File: config.mk
export PLATFORM = sky130hd
export DESIGN_NAME = instr_mem_loader
export DESIGN_NICKNAME = d
export VERILOG_FILES = /design/src/rtl/instr_mem_loader.sv
export SDC_FILE = /design/constraint.sdc
export NUM_CORES = 1
export LEC_CHECK = 0
export CORE_UTILIZATION = 45
export CTS_CLUSTER_DIAMETER = 30
export CTS_CLUSTER_SIZE = 40
export DETAILED_ROUTE_END_ITERATION = 10
export PLACE_DENSITY_LB_ADDON = 0.2
export SYNTH_ARGS = -nofsm -noshare
export SYNTH_HDL_FRONTEND = slang
export SYNTH_SLANG_ARGS = --single-unit
File: constraint.sdc
create_clock -name clk -period 2.7 [get_ports clk]
set_input_delay 0.81 -clock clk [delete_from_list [all_inputs] [get_ports clk]]
set_output_delay 0.81 -clock clk [all_outputs]
set_load 0.005 [all_outputs]
File: src/rtl/instr_mem_loader.sv
// Framed byte-stream loader: assembles 16-bit instructions from a SYNC/N/data/CHK frame,
// writes them to instruction memory and holds the core while a program is loading.
module instr_mem_loader #(
  parameter int         DEPTH   = 16,
  parameter int         ADDR_W  = 4,
  parameter logic [7:0] SYNC    = 8'hA5,
  parameter int         TIMEOUT = 1024
) (
  input  logic              clk,
  input  logic              reset,
  input  logic [7:0]        rx_data,
  input  logic              rx_valid,
  output logic              rx_ready,
  output logic              mem_we,
  output logic [ADDR_W-1:0] mem_addr,
  output logic [15:0]       mem_wdata,
  output logic              cpu_hold,
  output logic              load_done,
  output logic              load_err
);

  localparam int         TW    = $clog2(TIMEOUT + 1);
  localparam logic [TW-1:0] TLAST = TW'(TIMEOUT - 1);
  localparam logic [8:0] DEPTH9 = 9'(DEPTH);

  typedef enum logic [2:0] {
    IDLE, COUNT, DATA_HI, DATA_LO, CHECK, DONE, ERR
  } state_t;

  state_t              state_q;
  logic                rx_ready_q, mem_we_q, cpu_hold_q, load_done_q, load_err_q;
  logic [ADDR_W-1:0]   mem_addr_q, idx_q, last_q;
  logic [15:0]         mem_wdata_q;
  logic [7:0]          hi_q, chk_q;
  logic [TW-1:0]       timer_q;
  logic                accept, busy;

  assign accept = rx_valid && rx_ready_q;
  assign busy   = (state_q == COUNT) || (state_q == DATA_HI) ||
                  (state_q == DATA_LO) || (state_q == CHECK);

  always_ff @(posedge clk) begin
    if (reset) begin
      state_q     <= IDLE;
      rx_ready_q  <= 1'b0;
      mem_we_q    <= 1'b0;
      mem_addr_q  <= '0;
      mem_wdata_q <= '0;
      cpu_hold_q  <= 1'b0;
      load_done_q <= 1'b0;
      load_err_q  <= 1'b0;
      chk_q       <= '0;
      timer_q     <= '0;
      idx_q       <= '0;
      last_q      <= '0;
      hi_q        <= '0;
    end else begin
      mem_we_q    <= 1'b0;
      load_done_q <= 1'b0;
      rx_ready_q  <= 1'b1;
      case (state_q)
        IDLE: begin
          if (accept && rx_data == SYNC) begin
            state_q    <= COUNT;
            cpu_hold_q <= 1'b1;
            load_err_q <= 1'b0;
            chk_q      <= '0;
            idx_q      <= '0;
            timer_q    <= '0;
          end
        end
        COUNT: begin
          if (accept) begin
            if (rx_data == 8'd0 || {1'b0, rx_data} > DEPTH9) begin
              state_q    <= ERR;
              load_err_q <= 1'b1;
              rx_ready_q <= 1'b0;
            end else begin
              last_q  <= ADDR_W'(rx_data - 8'd1);
              state_q <= DATA_HI;
            end
          end
        end
        DATA_HI: begin
          if (accept) begin
            hi_q    <= rx_data;
            chk_q   <= chk_q ^ rx_data;
            state_q <= DATA_LO;
          end
        end
        DATA_LO: begin
          if (accept) begin
            chk_q       <= chk_q ^ rx_data;
            mem_we_q    <= 1'b1;
            mem_addr_q  <= idx_q;
            mem_wdata_q <= {hi_q, rx_data};
            idx_q       <= idx_q + 1'b1;
            state_q     <= (idx_q == last_q) ? CHECK : DATA_HI;
          end
        end
        CHECK: begin
          if (accept) begin
            rx_ready_q <= 1'b0;
            if (rx_data == chk_q) begin
              state_q     <= DONE;
              load_done_q <= 1'b1;
              cpu_hold_q  <= 1'b0;
            end else begin
              state_q    <= ERR;
              load_err_q <= 1'b1;
            end
          end
        end
        DONE:    state_q <= IDLE;
        ERR:     state_q <= IDLE;
        default: state_q <= IDLE;
      endcase
      // Inter-byte watchdog; only idle cycles inside a frame reach the abort branch.
      if (busy) begin
        if (accept) begin
          timer_q <= '0;
        end else if (timer_q == TLAST) begin
          timer_q    <= '0;
          state_q    <= ERR;
          load_err_q <= 1'b1;
          rx_ready_q <= 1'b0;
        end else begin
          timer_q <= timer_q + 1'b1;
        end
      end
    end
  end

  assign rx_ready  = rx_ready_q;
  assign mem_we    = mem_we_q;
  assign mem_addr  = mem_addr_q;
  assign mem_wdata = mem_wdata_q;
  assign cpu_hold  = cpu_hold_q;
  assign load_done = load_done_q;
  assign load_err  = load_err_q;

endmodule

# [After elaboration in Yosys (flattened, before gate mapping)]
# Cells that the tools add are included.
[totals] memories=0 romBits=0 regBits=63 ram_bits=0 latch_bits=0
[op_classes] eq_ne=13 n_mux=45 n_reduce_logical=23 bitwise_logic=5 n_div=0 magnitude_cmp=1 n_mul=0 add_sub_neg=3 shifts=0
[op_table] cell="11-bit 2-to-1 mux" count=5
[op_table] cell="3-bit 2-to-1 mux" count=10
[op_table] cell="1-bit 2-to-1 mux" count=19
[op_table] cell="8-bit 2-to-1 mux" count=2
[op_table] cell="8-bit case mux with 2 select lines" count=1
[op_table] cell="3-bit case mux with 5 select lines" count=1
[op_table] cell="11-bit by 1-bit adder with 11-bit output (second input constant)" count=1
[op_table] cell="11-bit by 10-bit == test with 1-bit output (second input constant)" count=1
[op_table] cell="2-bit nonzero test" count=5
[op_table] cell="3-bit AND reduction" count=3
[op_table] cell="8-bit == test" count=1
[op_table] cell="8-bit == test (second input constant)" count=1
[op_table] cell="8-bit by 5-bit greater-than comparator with 1-bit output (second input constant)" count=1
[op_table] cell="8-bit logical NOT" count=1
[op_table] cell="4-bit 2-to-1 mux" count=2
[op_table] cell="4-bit case mux with 2 select lines" count=1
[op_table] cell="8-bit XOR" count=1
[op_table] cell="3-bit by 2-bit == test with 1-bit output (second input constant)" count=2
[op_table] cell="2-bit != test (second input constant)" count=3
[op_table] cell="2-bit AND reduction" count=3
[op_table] cell="4-bit by 1-bit adder with 4-bit output (second input constant)" count=1
[op_table] cell="4-bit == test" count=1
[op_table] cell="1-bit logical OR" count=4
[op_table] cell="2-bit by 1-bit != test with 1-bit output (second input constant)" count=2
[op_table] cell="other kinds (12)" count=18

# [Longest topological paths before layout]
[logic_depth] word_depth=8 mapped_depth=6

# [Least setup slack after synthesis]
# OpenSTA, ideal clock, no wires.
[synth_path] path_kind="input-to-reg" start="input rx_data[7]" end="register timer_q[2]" path_stages=5 path_buffers=1 arrival_time_ps=2024 required_time_ps=2578 setup_slack_ps=554 cell_sequence="clkbuf_1 and4b_1 nand3_1 a31o_2 a221o_1"
[synth_between] elab_chain_len=4
[synth_lines] element="from (decl)" line_no="11" source="input logic [7:0] rx_data,"
[synth_lines] element="8-bit == test" line_no="63" source="if (accept && rx_data == SYNC) begin"
[synth_lines] element="1-bit logical AND" line_no="63"
[synth_lines] element="2-bit nonzero test (no line)"
[synth_lines] element="2-bit AND reduction (no line)"
[synth_lines] element="to (signal assigned)" line_no="128" source="timer_q <= timer_q + 1'b1;"
[synth_lines] element="to (decl)" line_no="35" source="logic [TW-1:0] timer_q;"
# No other way between the ends.
# A chain may end at the register's enable or synchronous reset.

# [Final worst setup path]
[layout_path] start="input rx_data[0]" end="register last_q[0]"
[layout_between] elab_chain_len=4
[layout_lines] element="8-bit by 5-bit greater-than comparator with 1-bit output / 8-bit logical NOT (equally long branches)" line_no="74" source="if (rx_data == 8'd0 || {1'b0, rx_data} > DEPTH9) begin"
[layout_lines] element="1-bit logical OR" line_no="74"
[layout_lines] element="1-bit NOT (no line)"
[layout_lines] element="3-bit AND reduction (no line)"
[layout_lines] element="to (signal assigned)" line_no="79" source="last_q <= ADDR_W'(rx_data - 8'd1);"
[layout_lines] element="to (decl)" line_no="32" source="logic [ADDR_W-1:0] mem_addr_q, idx_q, last_q;"
# Parallel ways exist; a longest one is shown, timed or not.

==> run_results.csv <==
group,metric,value,unit
logic_synthesis,ys_seq_area_frac,0.422,
floorplan,rows,29,
job,maxCapViolCount,0,
global_route,grt_usage,0.218,
sta,post-route-period-util,0.900,
route,drc,0,
sta,setup_tns,0,ns
critical_path,crit_path_start_kind,"input port",
layout,antenna_cells,0,
sta,hold_viol,0,
power_and_ir_drop,power_density,503,nW/um^2
global_route,grt_pass1_wl,12100,um
clocking,cts_made_buffers,9,
sta,fmax,412,MHz
clocking,cts_max_level,3,
global_route,grt_max_degree,50,
route,wire_per_inst,15.1,um
critical_path,crit_type,"input port to flip-flop",
layout,finish.utilization,0.584,
critical_path,slowest_stage,"clkdlybuf4s50_1",
sta,finalWorstSetupSlack,0.270,ns
place,dp_hpwl,5060,um
sta,relSlewSlack,0.609,
sta,skew,0.00745,ns
layout,fill_cells,586,
logic_synthesis,syn_area,2990,um^2
power_and_ir_drop,peakVddDrop,305,uV
sta,fin_crit,2.43,ns
critical_path,cp_cell_sequence,"clkdlybuf4s50_1, inv_1, ha_1, nor3b_1, buf_4, mux2i_1, o21ai_0, a21oi_1",
critical_path,slowest_delay,0.51,ns
layout,finalNonFillerCells,483,
clocking,postCtsSetupRepairBufs,0,
critical_path,end_kind,"flip-flop",
layout,final_layout_size_suffix_gt1_frac,0.131,
route,dr_total_vias,2753,
place,gp_congestion,0.799,
floorplan,core_area,6390,um^2
global_route,grt_pass1_vias,2548,
place,post-place-cells,467,
clocking,clockBufferDepth,2,
logic_synthesis,synthArstFlopShare,0,
layout,layout.nets,416,
clocking,clk_pin_slew_worst_paths,0.08,ns
place,dp_slack,-0.0457,ns
route,avgViaCountPerCell,5.70,
clocking,post_cts_resized,0,
floorplan,die_width,83.5,um
route,drt-total-wl,7310,um
clocking,cts_tree,"built",
clocking,clock-sinks,63,
critical_path,path_max_fanout,5,
logic_synthesis,synth_ff_type,"dfxtp_1",
logic_synthesis,yosys_register_bits,63,
logic_synthesis,yosysMostFrequentCell,"nand2_1",
layout,seqCellArea,1260,um^2
critical_path,crit_required,2.98,ns
critical_path,worstPathArrival,2.71,ns
logic_synthesis,synthTopCellsByArea,"dfxtp_1, nand2_1, a21oi_1",
clocking,ctsHoldBuffers,0,
power_and_ir_drop,p_leak,1.33,nW
logic_synthesis,synth_edf_count,0,
logic_synthesis,synthTopCellsByCount,"nand2_1, dfxtp_1, a21oi_1",
logic_synthesis,syn_inst,353,
floorplan,io_pins,36,
outcome,status,"complete, no violations",
clocking,clk_latency,0.35,ns
layout,multi_input_area,1610,um^2
sta,setup_viol,0,
global_route,antenna_found_initial,0,
floorplan,floorplan.initialDensity,0.467,
floorplan,dieArea,6960,um^2
hold_path,min_path_type,"flip-flop to flip-flop",
sta,slew_viol_final,0,
logic_synthesis,synth_nets,368,
sta,worst-slew-pin-transition,0.585,ns
logic_synthesis,ys_warn_count,0,
clocking,root_buffer,"clkbuf_8",
logic_synthesis,ys_types,52,
route,drt-initial-drc-count,211,
route,first_pass_iters,4,
logic_synthesis,synth_top_cell_area_share,0.422,
route,antenna_left,0,
sta,whs,0.432,ns
floorplan,die_h,83.5,um
sta,rsz0062_at_grt,"no",
place,io_buffers,35,
layout,syn2layout_area_growth,25.0,%
logic_synthesis,synth_area_leader_cell,"dfxtp_1",
global_route,overflow,0,
logic_synthesis,avgSynthCellArea,8.46,um^2
## layout make-up
| type | instances | share of cell area |
|---|---|---|
| multi-input cells | 264 | 0.432 |
| flip-flops and latches | 63 | 0.338 |
| repair buffers | 60 | 0.146 |
| clock inverters | 7 | 0.0221 |
| well taps | 77 | 0.0258 |
| clock buffers | 9 | 0.0332 |
| inverters | 3 | 0.00302 |
## sequential cells by signal (all words and copies together) (netlist names)
signal	flops
cpu_hold	1
mem_we	1
load_done	1
mem_addr	4
chk_q	8
rx_ready	1
idx_q	4
state_q	3
mem_wdata	16
hi_q	8
last_q	4
timer_q	11
load_err	1
## cells by family (layout without fill, tap and decap cells)
family                     count (synthesis)  after routing  share of synthesized area
buffers and inverters                     26             79                     0.0381
DFF                                       63             63                      0.422
xor gates and xnor gates                  18             18                     0.0528
AOI/OAI and AO/OA                         78             78                      0.165
adders and majority gates                  4              4                     0.0168
and+or+nand+nor                          153            153                      0.267
muxes                                     11             11                     0.0377
## per-stage QoR
step	cell area (um^2)	total power, mW
floorplan	2990	1.00
CTS	3730	1.90
detailed placement	3520	1.05
global placement	3520	1.05
finish	3730	1.88
global route	3730	1.94
## worst max-delay path, delay by kind of cell
family	cells	cell delay [ns]
AOI/OAI and AO/OA	2	0.30
adders and majority gates	1	0.17
buffers and inverters	3	0.81
muxes	1	0.32
and+or+nand+nor	1	0.30
## power by group
part | switching [mW] | total (mW) | internal [mW]
Sequential | 0.00149 | 0.931 | 0.929
Combinational | 0.0520 | 0.0953 | 0.0433
Clock | 0.414 | 0.850 | 0.437
Total | 0.467 | 1.88 | 1.41
## worst paths after layout
| path | startpoint | end | slack (ns) | cells after the start |
|---|---|---|---|---|
| max | rx_data[0] | last_q[0]$_SDFFE_PP0P_ | 0.27 | 8 |
| min | timer_q[10]$_SDFFE_PP0P_ | timer_q[10]$_SDFFE_PP0P_ | 0.43 | 2 |
| max reg2reg | state_q[1]$_SDFF_PP0_ | timer_q[9]$_SDFFE_PP0P_ | 0.53 | 4 |
| min reg2reg | timer_q[10]$_SDFFE_PP0P_ | timer_q[10]$_SDFFE_PP0P_ | 0.43 | 2 |
## cells in the final DEF, fill, tap and decap left out, types with 9 or more instances in the layout
cell             netlist  final
dfxtp_1               63     63
clkdlybuf4s50_1        0     34
mux2i_1                9      9
nor2_1                18     18
a21oi_1               30     30
xnor2_1               13     13
nor2b_1               11     11
o21ai_0               11     11
nand3_1               11     11
nand2_1               64     64
clkbuf_8               0      9
buf_4                  0     24
a31oi_1               10     10
## layer usage
| metal | vias up | global-route usage | part of all wire | wire, um |
|---|---|---|---|---|
| li1 | 1354 | - | - | - |
| met1 | 1316 | 0.278 | 0.45 | 3290 |
| met2 | 70 | 0.358 | 0.49 | 3550 |
| met3 | 13 | 0.0485 | 0.049 | 355 |
| met4 | 0 | 0.0878 | 0.016 | 120 |
| met5 | - | 0 | 0 | 0 |
Note: power is estimated with default switching activity, not from simulation.
